**src/rtl/tile_map_reader_pkg.sv**
```systemverilog
// Shared constants and types for the tile map video path.
// Covers map geometry, config register addresses and the control-bit layout.
package tile_map_reader_pkg;

    localparam int MAP_BITS       = 6;
    localparam int TILE_IDX_BITS  = 7;
    localparam int PIXEL_BITS     = 4;
    localparam int TILE_SHIFT     = 3;
    localparam int WORLD_BITS     = 9;
    localparam int COORD_BITS     = 10;
    localparam int CFG_ADDR_BITS  = 2;
    localparam int CFG_DATA_BITS  = 16;
    localparam int CTRL_BITS      = 2;
    localparam int NUM_CFG_REGS   = 3;
    localparam int TILE_ADDR_BITS = 2 * MAP_BITS;
    localparam int PAT_ADDR_BITS  = TILE_IDX_BITS + 2 * TILE_SHIFT;

    localparam logic [CFG_ADDR_BITS-1:0] CFG_SCROLL_X = 2'd0;
    localparam logic [CFG_ADDR_BITS-1:0] CFG_SCROLL_Y = 2'd1;
    localparam logic [CFG_ADDR_BITS-1:0] CFG_CTRL     = 2'd2;

    localparam int CTRL_ENABLE_BIT = 0;
    localparam int CTRL_TRANSP_BIT = 1;

    typedef struct packed {
        logic [WORLD_BITS-1:0] scroll_x;
        logic [WORLD_BITS-1:0] scroll_y;
        logic [CTRL_BITS-1:0]  ctrl;
    } scroll_cfg_t;

    // Screen coordinate plus scroll, wrapping at the 512-pixel world size.
    function automatic logic [WORLD_BITS-1:0] wrap_add(
        input logic [COORD_BITS-1:0] screen,
        input logic [WORLD_BITS-1:0] scroll
    );
        return screen[WORLD_BITS-1:0] + scroll;
    endfunction

endpackage

```
**src/rtl/tile_map_reader_if.sv**
```systemverilog
// Bundle of config, pixel, memory and output signals of the tile map reader.
// slave is the reader itself; master is whatever drives it.
interface tile_map_reader_if;
    import tile_map_reader_pkg::*;

    logic                      cfg_wen;
    logic [CFG_ADDR_BITS-1:0]  cfg_addr;
    logic [CFG_DATA_BITS-1:0]  cfg_wdata;
    logic                      frame_start;
    logic                      in_valid;
    logic [COORD_BITS-1:0]     in_x;
    logic [COORD_BITS-1:0]     in_y;
    logic                      tile_ren;
    logic [TILE_ADDR_BITS-1:0] tile_raddr;
    logic [TILE_IDX_BITS-1:0]  tile_rdata;
    logic                      pat_ren;
    logic [PAT_ADDR_BITS-1:0]  pat_raddr;
    logic [PIXEL_BITS-1:0]     pat_rdata;
    logic                      out_valid;
    logic [PIXEL_BITS-1:0]     out_pixel;
    logic                      out_opaque;

    modport master (
        output cfg_wen, cfg_addr, cfg_wdata, frame_start,
        output in_valid, in_x, in_y, tile_rdata, pat_rdata,
        input  tile_ren, tile_raddr, pat_ren, pat_raddr,
        input  out_valid, out_pixel, out_opaque
    );

    modport slave (
        input  cfg_wen, cfg_addr, cfg_wdata, frame_start,
        input  in_valid, in_x, in_y, tile_rdata, pat_rdata,
        output tile_ren, tile_raddr, pat_ren, pat_raddr,
        output out_valid, out_pixel, out_opaque
    );

endinterface

```
**src/rtl/tile_scroll_regs.sv**
```systemverilog
// Double-buffered scroll/control registers: CPU writes land in the shadow set,
// and the active set copies the shadow set on each frame_start.
module tile_scroll_regs
    import tile_map_reader_pkg::*;
(
    input  logic                     clk,
    input  logic                     reset,
    input  logic                     cfg_wen_i,
    input  logic [CFG_ADDR_BITS-1:0] cfg_addr_i,
    input  logic [CFG_DATA_BITS-1:0] cfg_wdata_i,
    input  logic                     frame_start_i,
    output scroll_cfg_t              active_o
);

    scroll_cfg_t               shadow_q;
    scroll_cfg_t               active_q;
    logic [NUM_CFG_REGS-1:0]   sel;
    logic                      unused_wdata;

    generate
        for (genvar gi = 0; gi < NUM_CFG_REGS; gi++) begin : g_sel
            assign sel[gi] = cfg_wen_i && (cfg_addr_i == CFG_ADDR_BITS'(gi));
        end
    endgenerate

    assign unused_wdata = ^cfg_wdata_i[CFG_DATA_BITS-1:WORLD_BITS];

    // active copies the shadow value as it was before any write in the same cycle
    always_ff @(posedge clk) begin
        if (reset) begin
            shadow_q <= '0;
            active_q <= '0;
        end else begin
            if (frame_start_i) begin
                active_q <= shadow_q;
            end
            if (sel[CFG_SCROLL_X]) begin
                shadow_q.scroll_x <= cfg_wdata_i[WORLD_BITS-1:0];
            end
            if (sel[CFG_SCROLL_Y]) begin
                shadow_q.scroll_y <= cfg_wdata_i[WORLD_BITS-1:0];
            end
            if (sel[CFG_CTRL]) begin
                shadow_q.ctrl <= cfg_wdata_i[CTRL_BITS-1:0];
            end
        end
    end

    assign active_o = active_q;

endmodule

```
**src/rtl/tile_map_reader.sv**
```systemverilog
// Scrolled tile map fetch: tile-index read, pattern read, then a registered
// colour index with opacity, fixed three-cycle latency and no backpressure.
module tile_map_reader
    import tile_map_reader_pkg::*;
(
    input  logic             clk,
    input  logic             reset,
    tile_map_reader_if.slave bus
);

    scroll_cfg_t           active;
    logic [WORLD_BITS-1:0] wx;
    logic [WORLD_BITS-1:0] wy;
    logic                  unused_coord;

    logic                  s1_valid_q;
    logic                  s1_enable_q;
    logic                  s1_transp_q;
    logic [TILE_SHIFT-1:0] s1_fine_x_q;
    logic [TILE_SHIFT-1:0] s1_fine_y_q;
    logic                  s2_valid_q;
    logic                  s2_enable_q;
    logic                  s2_transp_q;
    logic                  out_valid_q;
    logic [PIXEL_BITS-1:0] out_pixel_q;
    logic                  out_opaque_q;
    logic [PIXEL_BITS-1:0] out_pixel_d;
    logic                  out_opaque_d;

    tile_scroll_regs u_regs (
        .clk           (clk),
        .reset         (reset),
        .cfg_wen_i     (bus.cfg_wen),
        .cfg_addr_i    (bus.cfg_addr),
        .cfg_wdata_i   (bus.cfg_wdata),
        .frame_start_i (bus.frame_start),
        .active_o      (active)
    );

    assign wx = wrap_add(bus.in_x, active.scroll_x);
    assign wy = wrap_add(bus.in_y, active.scroll_y);
    assign unused_coord = bus.in_x[COORD_BITS-1] ^ bus.in_y[COORD_BITS-1];

    // Stage 0: tile-index read straight from the incoming coordinate
    assign bus.tile_raddr = {wy[WORLD_BITS-1:TILE_SHIFT], wx[WORLD_BITS-1:TILE_SHIFT]};
    assign bus.tile_ren   = bus.in_valid & active.ctrl[CTRL_ENABLE_BIT] & ~reset;

    // Stage 1: pattern read using the tile index returned this cycle
    assign bus.pat_raddr = {bus.tile_rdata, s1_fine_y_q, s1_fine_x_q};
    assign bus.pat_ren   = s1_valid_q & s1_enable_q;

    always_comb begin
        out_pixel_d  = '0;
        out_opaque_d = 1'b0;
        if (s2_enable_q) begin
            out_pixel_d  = bus.pat_rdata;
            out_opaque_d = ~(s2_transp_q && (bus.pat_rdata == '0));
        end
    end

    // Enable/transparency ride along with each pixel so a mid-pipeline
    // frame_start only affects pixels that enter afterwards.
    always_ff @(posedge clk) begin
        if (reset) begin
            s1_valid_q   <= 1'b0;
            s1_enable_q  <= 1'b0;
            s1_transp_q  <= 1'b0;
            s1_fine_x_q  <= '0;
            s1_fine_y_q  <= '0;
            s2_valid_q   <= 1'b0;
            s2_enable_q  <= 1'b0;
            s2_transp_q  <= 1'b0;
            out_valid_q  <= 1'b0;
            out_pixel_q  <= '0;
            out_opaque_q <= 1'b0;
        end else begin
            s1_valid_q   <= bus.in_valid;
            s1_enable_q  <= active.ctrl[CTRL_ENABLE_BIT];
            s1_transp_q  <= active.ctrl[CTRL_TRANSP_BIT];
            s1_fine_x_q  <= wx[TILE_SHIFT-1:0];
            s1_fine_y_q  <= wy[TILE_SHIFT-1:0];
            s2_valid_q   <= s1_valid_q;
            s2_enable_q  <= s1_enable_q;
            s2_transp_q  <= s1_transp_q;
            out_valid_q  <= s2_valid_q;
            out_pixel_q  <= out_pixel_d;
            out_opaque_q <= out_opaque_d;
        end
    end

    assign bus.out_valid  = out_valid_q;
    assign bus.out_pixel  = out_pixel_q;
    assign bus.out_opaque = out_opaque_q;

endmodule

```
**src/flat_wrapper.sv**
```systemverilog
// flat-port wrapper written by rule: the top's interface ports become plain ports
module tile_map_reader_flat import tile_map_reader_pkg::*;
  (clk, reset, bus_cfg_wen, bus_cfg_addr, bus_cfg_wdata, bus_frame_start, bus_in_valid, bus_in_x, bus_in_y, bus_tile_rdata, bus_pat_rdata, bus_tile_ren, bus_tile_raddr, bus_pat_ren, bus_pat_raddr, bus_out_valid, bus_out_pixel, bus_out_opaque);
  tile_map_reader_if bus_i ();
  input  logic clk;
  input  logic reset;
  input wire logic [$bits(bus_i.cfg_wen)-1:0] bus_cfg_wen;
  input wire logic [$bits(bus_i.cfg_addr)-1:0] bus_cfg_addr;
  input wire logic [$bits(bus_i.cfg_wdata)-1:0] bus_cfg_wdata;
  input wire logic [$bits(bus_i.frame_start)-1:0] bus_frame_start;
  input wire logic [$bits(bus_i.in_valid)-1:0] bus_in_valid;
  input wire logic [$bits(bus_i.in_x)-1:0] bus_in_x;
  input wire logic [$bits(bus_i.in_y)-1:0] bus_in_y;
  input wire logic [$bits(bus_i.tile_rdata)-1:0] bus_tile_rdata;
  input wire logic [$bits(bus_i.pat_rdata)-1:0] bus_pat_rdata;
  output wire logic [$bits(bus_i.tile_ren)-1:0] bus_tile_ren;
  output wire logic [$bits(bus_i.tile_raddr)-1:0] bus_tile_raddr;
  output wire logic [$bits(bus_i.pat_ren)-1:0] bus_pat_ren;
  output wire logic [$bits(bus_i.pat_raddr)-1:0] bus_pat_raddr;
  output wire logic [$bits(bus_i.out_valid)-1:0] bus_out_valid;
  output wire logic [$bits(bus_i.out_pixel)-1:0] bus_out_pixel;
  output wire logic [$bits(bus_i.out_opaque)-1:0] bus_out_opaque;
  assign bus_i.cfg_wen = bus_cfg_wen;
  assign bus_i.cfg_addr = bus_cfg_addr;
  assign bus_i.cfg_wdata = bus_cfg_wdata;
  assign bus_i.frame_start = bus_frame_start;
  assign bus_i.in_valid = bus_in_valid;
  assign bus_i.in_x = bus_in_x;
  assign bus_i.in_y = bus_in_y;
  assign bus_i.tile_rdata = bus_tile_rdata;
  assign bus_i.pat_rdata = bus_pat_rdata;
  assign bus_tile_ren = bus_i.tile_ren;
  assign bus_tile_raddr = bus_i.tile_raddr;
  assign bus_pat_ren = bus_i.pat_ren;
  assign bus_pat_raddr = bus_i.pat_raddr;
  assign bus_out_valid = bus_i.out_valid;
  assign bus_out_pixel = bus_i.out_pixel;
  assign bus_out_opaque = bus_i.out_opaque;
  tile_map_reader u_core (.clk(clk), .reset(reset), .bus(bus_i));
endmodule
```
**config.mk**
```make
export PLATFORM = sky130hd
export DESIGN_NAME = tile_map_reader_flat
export DESIGN_NICKNAME = d
export VERILOG_FILES = /design/src/rtl/tile_map_reader_pkg.sv /design/src/rtl/tile_map_reader_if.sv /design/src/rtl/tile_scroll_regs.sv /design/src/rtl/tile_map_reader.sv /design/src/flat_wrapper.sv
export SDC_FILE = /design/constraint.sdc
export NUM_CORES = 1
export LEC_CHECK = 0
export ABC_CLOCK_PERIOD_IN_PS = 2700
export CAP_MARGIN = 30
export CORE_ASPECT_RATIO = 0.9
export CORE_MARGIN = 2
export CORE_UTILIZATION = 40
export CTS_CLUSTER_SIZE = 8
export DETAILED_ROUTE_END_ITERATION = 10
export DONT_BUFFER_PORTS = 1
export HOLD_SLACK_MARGIN = 0.1
export PLACE_DENSITY = 0.53
export SYNTH_ARGS = -nofsm -noshare
export SYNTH_HDL_FRONTEND = slang
export SYNTH_SLANG_ARGS = --single-unit
```
**constraint.sdc**
```tcl
create_clock -name clk -period 2.7 [get_ports clk]
set_clock_uncertainty 0.15 [all_clocks]
set_input_delay 0.54 -clock clk [delete_from_list [all_inputs] [get_ports clk]]
set_output_delay 0.54 -clock clk [all_outputs]
set_load 0.01 [all_outputs]
```
==> key figures, run 1 <==
Pwr
  – PwrDens: 634 nW/um2
  – Power, Total: 1.89 mW
  – Static leakage: 1.31 nW
  – Maximum VDD drop: 198 uV

Drt
  – Routed Wire Length: 5040 um
  – DRT Pass-1 Iters: 4
  – DR vias: 1741
  – Post-DRT Antenna Nets: 0
  – DRC: 0
  – Via density: 4.85
  – Initial DRC Count: 59
  – Drt wl/cell: 14.0 um

Flow run
  – Max-cap violations: 0

Floorplanning
  – Top-Level Pins: 87
  – Initial Util: 41.6%
  – FP Rows: 28
  – Die width: 91.5 um
  – Core area: 6620 um2
  – Die Y: 82.8 um
  – Die area: 7580 um2

STA
  – Final setup viols: 0
  – Minimum clock period: 2.62 ns
  – Rel. slew slack: 61.6%
  – Fmax: 382 MHz
  – RSZ-0062 raised after global routing: true
  – Max Slew Vio Count: 0
  – Worst-Margin Slew: 0.574 ns
  – Final-report hold violation count: 0
  – Tcrit/Tclk final: 97.0%

Worst setup path
  – RR Startpoint: u_core.u_regs.active_o[11]$_SDFFE_PP0P_
  – Crit path kind: reg2out
  – Cell repeated most along the worst path: buf_4
  – Max incr delay on CP: 0.34 ns
  – Worst R2R Setup Slack: 1.25 ns
  – Crit-path slowest cell: dfxtp_2
  – Worst EP required: 2.01 ns
  – Crit start category: flop
  – CP Capture Type: output port
  – RR Endpoint: u_core.s1_fine_x_q[2]$_SDFF_PP0_
  – R2R cell count: 5
  – Crit-path max FO: 3
  – CP Cell Sequence: ha_4, fa_2, a21o_1, a21oi_2, buf_4, buf_4, xnor2_1
  – Crit path DAT: 1.93 ns

Worst hold path
  – Hold depth: 1
  – Hold path endpoint: u_core.bus.out_valid$_SDFF_PP0_
  – Hold Crit Start: reset
  – Hold crit path type: in2reg

Finish
  – Share of layout cells above drive strength 1: 12.3%
  – Area Growth Syn to Fin: 8.21%
  – Final antenna diode count: 0
  – Final Net Count: 336
  – Finished Layout Cells: 359

Synth
  – Synth unique cells: 37
  – Mapped Nets: 350
  – Synthesized area per cell: 9.92 um2
  – Seq/Total Area, Yosys: 42.1%
  – Post-Synthesis Cell Area: 2760 um2
  – Top cells by area, synth: dfxtp_1 42%, mux2i_1 15%, ha_1 7.3%
  – Yosys warns: 0
  – Cells after Synth: 278
  – Share of the synthesized area in the top cell type: 42.1%
  – Area leader, netlist: dfxtp_1
  – Number of synthesized register bits: 58

Global routing
  – Initial antenna violation count: 0
  – Grt ovf: 0
  – First-pass GRT wire length: 8020 um
  – Tot GR Track Use: 14.1%
  – Number of global-route vias before repair: 1698
  – Largest net degree at the start of global routing: 55

Clocking
  – Htree depth: 3
  – Total CTS buffers: 9
  – Clk_lat worst skew: 0.33 ns
  – Hold-fix buffers, CTS: 0
  – # clock sinks: 58
  – Clk root buf: clkbuf_8
  – CTS tree: done
  – Clock transition at path regs: 0.07 ns
  – Max Root-Sink Buffers: 2

Placement
  – GPL Wtd Cong: 0.735
  – Dpl cells: 341
  – Port buffer count: 0
  – DP HPWL: 3590 um

Run status
  – Status: finished, final reports clean
## where the power goes
part | internal (mW) | switching, mW | total, mW | leakage [nW]
clock | 0.541 | 0.329 | 0.870 | 0.109
sequential | 0.879 | 0.0147 | 0.894 | 0.472
combinational | 0.0632 | 0.0633 | 0.126 | 0.726
total | 1.48 | 0.407 | 1.89 | 1.31
## Yosys cell counts, drive strengths merged
cell / instances
buf: 24
nand2: 6
a21boi: 2
inv: 4
a21o: 3
a31oi: 2
dfxtp: 58
and3: 1
nor3b: 2
o21a: 1
ha: 16
and2: 6
o31ai: 1
a311o: 1
o21bai: 2
and4b: 1
a21oi: 9
nor3: 2
nor2b: 13
nand3b: 2
xor2: 3
mux2i: 41
fa: 2
xnor2: 10
nor4: 2
clkbuf: 6
nand3: 2
nor2: 44
o21ai: 6
a211oi: 4
a221oi: 2
## state kept, by name (all words and copies together) (netlist names)
register,count
u_core.s2_enable_q,1
u_core.u_regs.shadow_q,20
u_core.s2_transp_q,1
u_core.bus.out_pixel,4
u_core.s1_transp_q,1
u_core.s1_enable_q,1
u_core.bus.out_opaque,1
u_core.s1_valid_q,1
u_core.s1_fine_x_q,3
u_core.s1_fine_y_q,3
u_core.s2_valid_q,1
u_core.bus.out_valid,1
u_core.u_regs.active_o,20
## stage by stage
step	TNS (ns)	setup WS [ns]	hold WS (ns)	utilization, %	area (um2)
4_1_cts	0	0.00752	0.104	44.2	2930
6_report	0	0.0804	0.123	45.1	2980
3_3_place_gp	0	0.0625	0.250	40.8	2700
5_1_grt	-0.0610	-0.0452	0.101	45.1	2980
2_1_floorplan	0	0.0815	0.243	-	2760
3_5_place_dp	0	0.0593	0.260	40.8	2700
## area by class of cell
class | count | area, um2
Clock buffer | 11 | 141
Clock inverter | 5 | 77.6
Fill cell | 640 | 3640
Inverter | 4 | 15.0
Multi-Input combinational cell | 186 | 1440
Sequential cell | 58 | 1160
Tap cell | 90 | 113
Timing Repair Buffer | 5 | 37.5
## worst max-delay path, delay by kind of cell, from the launching register on
family | cells | cell delay (ns)
xor gates and xnor gates | 1 | 0.16
DFF | 1 | 0.34
AOI/OAI and AO/OA | 2 | 0.36
buffers and inverters | 2 | 0.24
adders and majority gates | 2 | 0.50
## routing by layer
layer / part of all wire, % / GRT usage [%] / vias to the layer above
met3: 7.7 / 6.68 / 9
met2: 44 / 21.3 / 53
li1: - / - / 910
met5: 0 / 0 / -
met4: 2.0 / 7.42 / 0
met1: 47 / 16.7 / 769
## worst max-delay path by stage
stage / start / endpoint / slack [ns] / depth (start not counted)
2_1_floorplan: bus_in_x[0] / bus_tile_raddr[3] / 0.08 / 7
3_3_place_gp: bus_in_x[0] / bus_tile_raddr[3] / 0.06 / 6
3_5_place_dp: bus_in_x[0] / bus_tile_raddr[3] / 0.06 / 6
4_1_cts: u_core.u_regs.active_o[11]$_SDFFE_PP0P_ / bus_tile_raddr[3] / 0.008 / 6
5_1_grt: u_core.u_regs.active_o[11]$_SDFFE_PP0P_ / bus_tile_raddr[5] / -0.05 / 7
6_report: u_core.u_regs.active_o[11]$_SDFFE_PP0P_ / bus_tile_raddr[1] / 0.08 / 7
## placed cells by master, fill, tap and decap left out, types with 3 or more instances in the layout
| cell type | n |
|---|---|
| a21o_1 | 3 |
| dfxtp_1 | 57 |
| nand2_1 | 6 |
| a21oi_1 | 8 |
| nor2_1 | 44 |
| xor2_1 | 3 |
| nor2b_1 | 13 |
| a211oi_1 | 3 |
| and2_1 | 6 |
| mux2i_1 | 41 |
| clkbuf_8 | 10 |
| o21ai_0 | 5 |
| ha_1 | 15 |
| xnor2_1 | 9 |
| inv_1 | 4 |
| buf_4 | 5 |
## logic make-up (layout without fill, tap and decap cells)
family,after synthesis,in the layout,synth area share [%]
multiplexers,41,41,14.9
flip-flops,58,58,42.1
buffers and inverters,34,25,7.76
adder cells (fa/ha/maj),18,18,8.71
XOR/XNOR,13,13,4.13
AND/OR/NAND/NOR,81,81,14.0
AO/OA/AOI/OAI,33,33,8.44
## repair_timing
item / CTS / global route
gates resized for setup: 2 / 9
setup endpoints to repair: 2 / 5
pin swaps: 2 / 5
buffers inserted: 1 / 1
(Power assumes the default switching activity.)
==> inputs of run 2 (changes only) <==
- CELL_PAD_IN_SITES_DETAIL_PLACEMENT: not set -> 1
- CELL_PAD_IN_SITES_GLOBAL_PLACEMENT: not set -> 2
- CORE_UTILIZATION: 40 -> 37
- GPL_TIMING_DRIVEN: not set -> 0
- PLACE_DENSITY: 0.53 -> 0.76
==> key figures, run 2 (synthesis gave the netlist of run 1 again) <==
Placement
  – GPL Wtd Cong: 0.754 (+2.6%)
  – Setup Slack @ Placement: -0.0205 ns (-0.0798 ns)
  – DP HPWL: 4420 um (+23%)
  – DP Area: 2870 um2 (+6.5%)
  – Port buffer count: 0 (unchanged)

Floorplanning
  – FP Rows: 29 (+3.6%)
  – Top-Level Pins: 87 (unchanged)
  – Die width: 95 um (+3.8%)
  – Die Y: 85.9 um (+3.8%)
  – Core area: 7150 um2 (+8.0%)
  – Initial Util: 38.6% (-3.1 points)
  – Die area: 8160 um2 (+7.7%)

Drt
  – DRT Pass-1 Iters: 4 (unchanged)
  – Initial DRC Count: 47 (-20%)
  – Post-DRT Antenna Nets: 0 (unchanged)
  – Via density: 4.87 (+0.41%)
  – Routed Wire Length: 5700 um (+13%)
  – DR vias: 1899 (+9.1%)
  – Drt wl/cell: 14.6 um (+4.1%)
  – DRC: 0 (unchanged)

Global routing
  – Initial antenna violation count: 0 (unchanged)
  – Largest net degree at the start of global routing: 13 (-76%)
  – Number of global-route vias before repair: 1958 (+15%)
  – Tot GR Track Use: 15.2% (+1.1 points)
  – First-pass GRT wire length: 9310 um (+16%)
  – Grt ovf: 0 (unchanged)

Clocking
  – Total CTS buffers: 9 (unchanged)
  – Clock transition at path regs: 0.07 ns (about the same)
  – Htree depth: 3 (unchanged)
  – Clk root buf: clkbuf_8
  – Max Root-Sink Buffers: 2 (unchanged)
  – # clock sinks: 58 (unchanged)
  – CTS tree: done
  – Clk_lat worst skew: 0.33 ns (about the same)

Pwr
  – Static leakage: 1.41 nW (+7.9%)
  – Maximum VDD drop: 340 uV (+71%)
  – Power, Total: 1.97 mW (+4.1%)
  – PwrDens: 611 nW/um2 (-3.6%)

Finish
  – Most common cell after layout, fill and taps aside: dfxtp_1
  – Share of layout cells above drive strength 1: 21.5% (+9.3 points)
  – Fill count: 792 (+24%)
  – Final instance area: 3220 um2 (+8.0%)
  – Most frequent cells in the layout: 55 x dfxtp_1, 43 x nor2_1, 41 x mux2i_1
  – Final antenna diode count: 0 (unchanged)
  – Area Growth Syn to Fin: 16.8%
  – Final Net Count: 364 (+8.3%)

STA
  – Final-report hold violation count: 0 (unchanged)
  – Max Slew Vio Count: 0 (unchanged)
  – Final setup viols: 0 (unchanged)
  – Rel. slew slack: 63.9% (+2.3 points)
  – Setup ws final: 0.0555 ns (-0.0250 ns)
  – Worst-Margin Slew: 0.541 ns (-0.0330 ns)
  – Minimum clock period: 2.64 ns (+0.0250 ns)
  – RSZ-0062 raised after global routing: true
  – Hold WS: 0.173 ns (+0.0494 ns)
  – Tcrit/Tclk final: 97.9% (+0.92 points)
  – Fmax: 378 MHz (-0.94%)
  – Setup_tns: 0 ns (unchanged)

Worst setup path
  – CP top delay family: adder cells
  – Buf/Inv on CP: 1 (-1)
  – Crit path DAT: 1.95 ns (+0.02 ns)
  – CP Cell Sequence: ha_4, fa_2, a21o_1, a21oi_4, o21ai_1, xor2_1, buf_4
  – Worst EP required: 2.01 ns (about the same)
  – Crit-path slowest cell: dfxtp_2
  – CP Capture Type: output port
  – Crit-path max FO: 3 (unchanged)
  – Crit path kind: reg2out
  – Max incr delay on CP: 0.34 ns (about the same)
  – Crit start category: flop

Run status
  – Status: finished, final reports clean

Worst hold path
  – Hold crit path type: in2reg

Flow run
  – Max-cap violations: 0 (unchanged)
==> run 2: cell types whose count changed in the layout (fill, tap and decap cells not counted), sizes merged <==
cell      previous run  this run
buf                  5        27
clkbuf              11        15
clkinvlp             1         2
inv                  4         5
==> run 2: path summary, 6_finish.rpt <==
| path | from | end | slack [ns] | cells past startpoint |
|---|---|---|---|---|
| worst max-delay path | u_core.u_regs.active_o[11]$_SDFFE_PP0P_ | bus_tile_raddr[3] | 0.06 | 7 |
| worst min-delay path | bus_pat_rdata[2] | u_core.bus.out_pixel[2]$_SDFF_PP0_ | 0.17 | 1 |
| worst max register to register | u_core.u_regs.active_o[11]$_SDFFE_PP0P_ | u_core.s1_fine_x_q[2]$_SDFF_PP0_ | 1.22 | 5 |
| worst min register to register | u_core.s2_transp_q$_SDFF_PP0_ | u_core.bus.out_opaque$_SDFF_PP0_ | 0.27 | 1 |
==> run 2: final cells by class <==
cell class              count  area, um2  share of cell area [%]
multi-input cells         186       1480                    45.8
flip-flops and latches     58       1160                    36.2
plain buffers              30        199                    6.17
clock buffers               9        124                    3.84
well taps                  93        116                    3.61
clock inverters             7        101                    3.15
repair buffers              3       26.3                   0.816
inverters                   4       15.0                   0.466
==> run 2: worst register-to-register path, cell delays in order, from the launching register on <==
cell,delay [ns]
dfxtp_2,0.34
ha_4,0.17
fa_2,0.35
buf_4,0.14
xnor2_1,0.14
nor2_1,0.06
==> run 2: repair_timing <==
item / in CTS / in global routing
resized for setup: 5 / 19
cloned: 0 / 0
pin swaps: 2 / 6
setup endpoints to repair: 5 / 9
hold buffers: 0 / 0
setup buffers: 1 / 2
==> run 2: layer usage <==
metal	wire length, um	vias up	GRT usage (%)
met1	2430	878	18.1
met2	2770	51	24.0
li1	-	961	-
met3	424	9	6.50
met5	0	-	0
met4	72	0	6.32
==> run 2: through the flow <==
step / utilization [%] / cells
2_1_floorplan: - / 278
3_3_place_gp: 40.2 / 371
3_5_place_dp: 40.2 / 371
4_1_cts: 43.6 / 388
5_1_grt: 45.1 / 390
6_report: 45.1 / 390
==> run 2: where the power goes <==
| part | leakage (nW) | total (mW) | switching, mW | internal, mW |
|---|---|---|---|---|
| logic | 0.832 | 0.190 | 0.0978 | 0.0921 |
| registers | 0.473 | 0.893 | 0.0144 | 0.879 |
| clock network | 0.106 | 0.885 | 0.360 | 0.525 |
==> inputs of run 3 (changes only) <==
- CAP_MARGIN: 30 -> not set
==> results of run 3 <==
Final layout, timing and power as in run 2 (identical DEF).
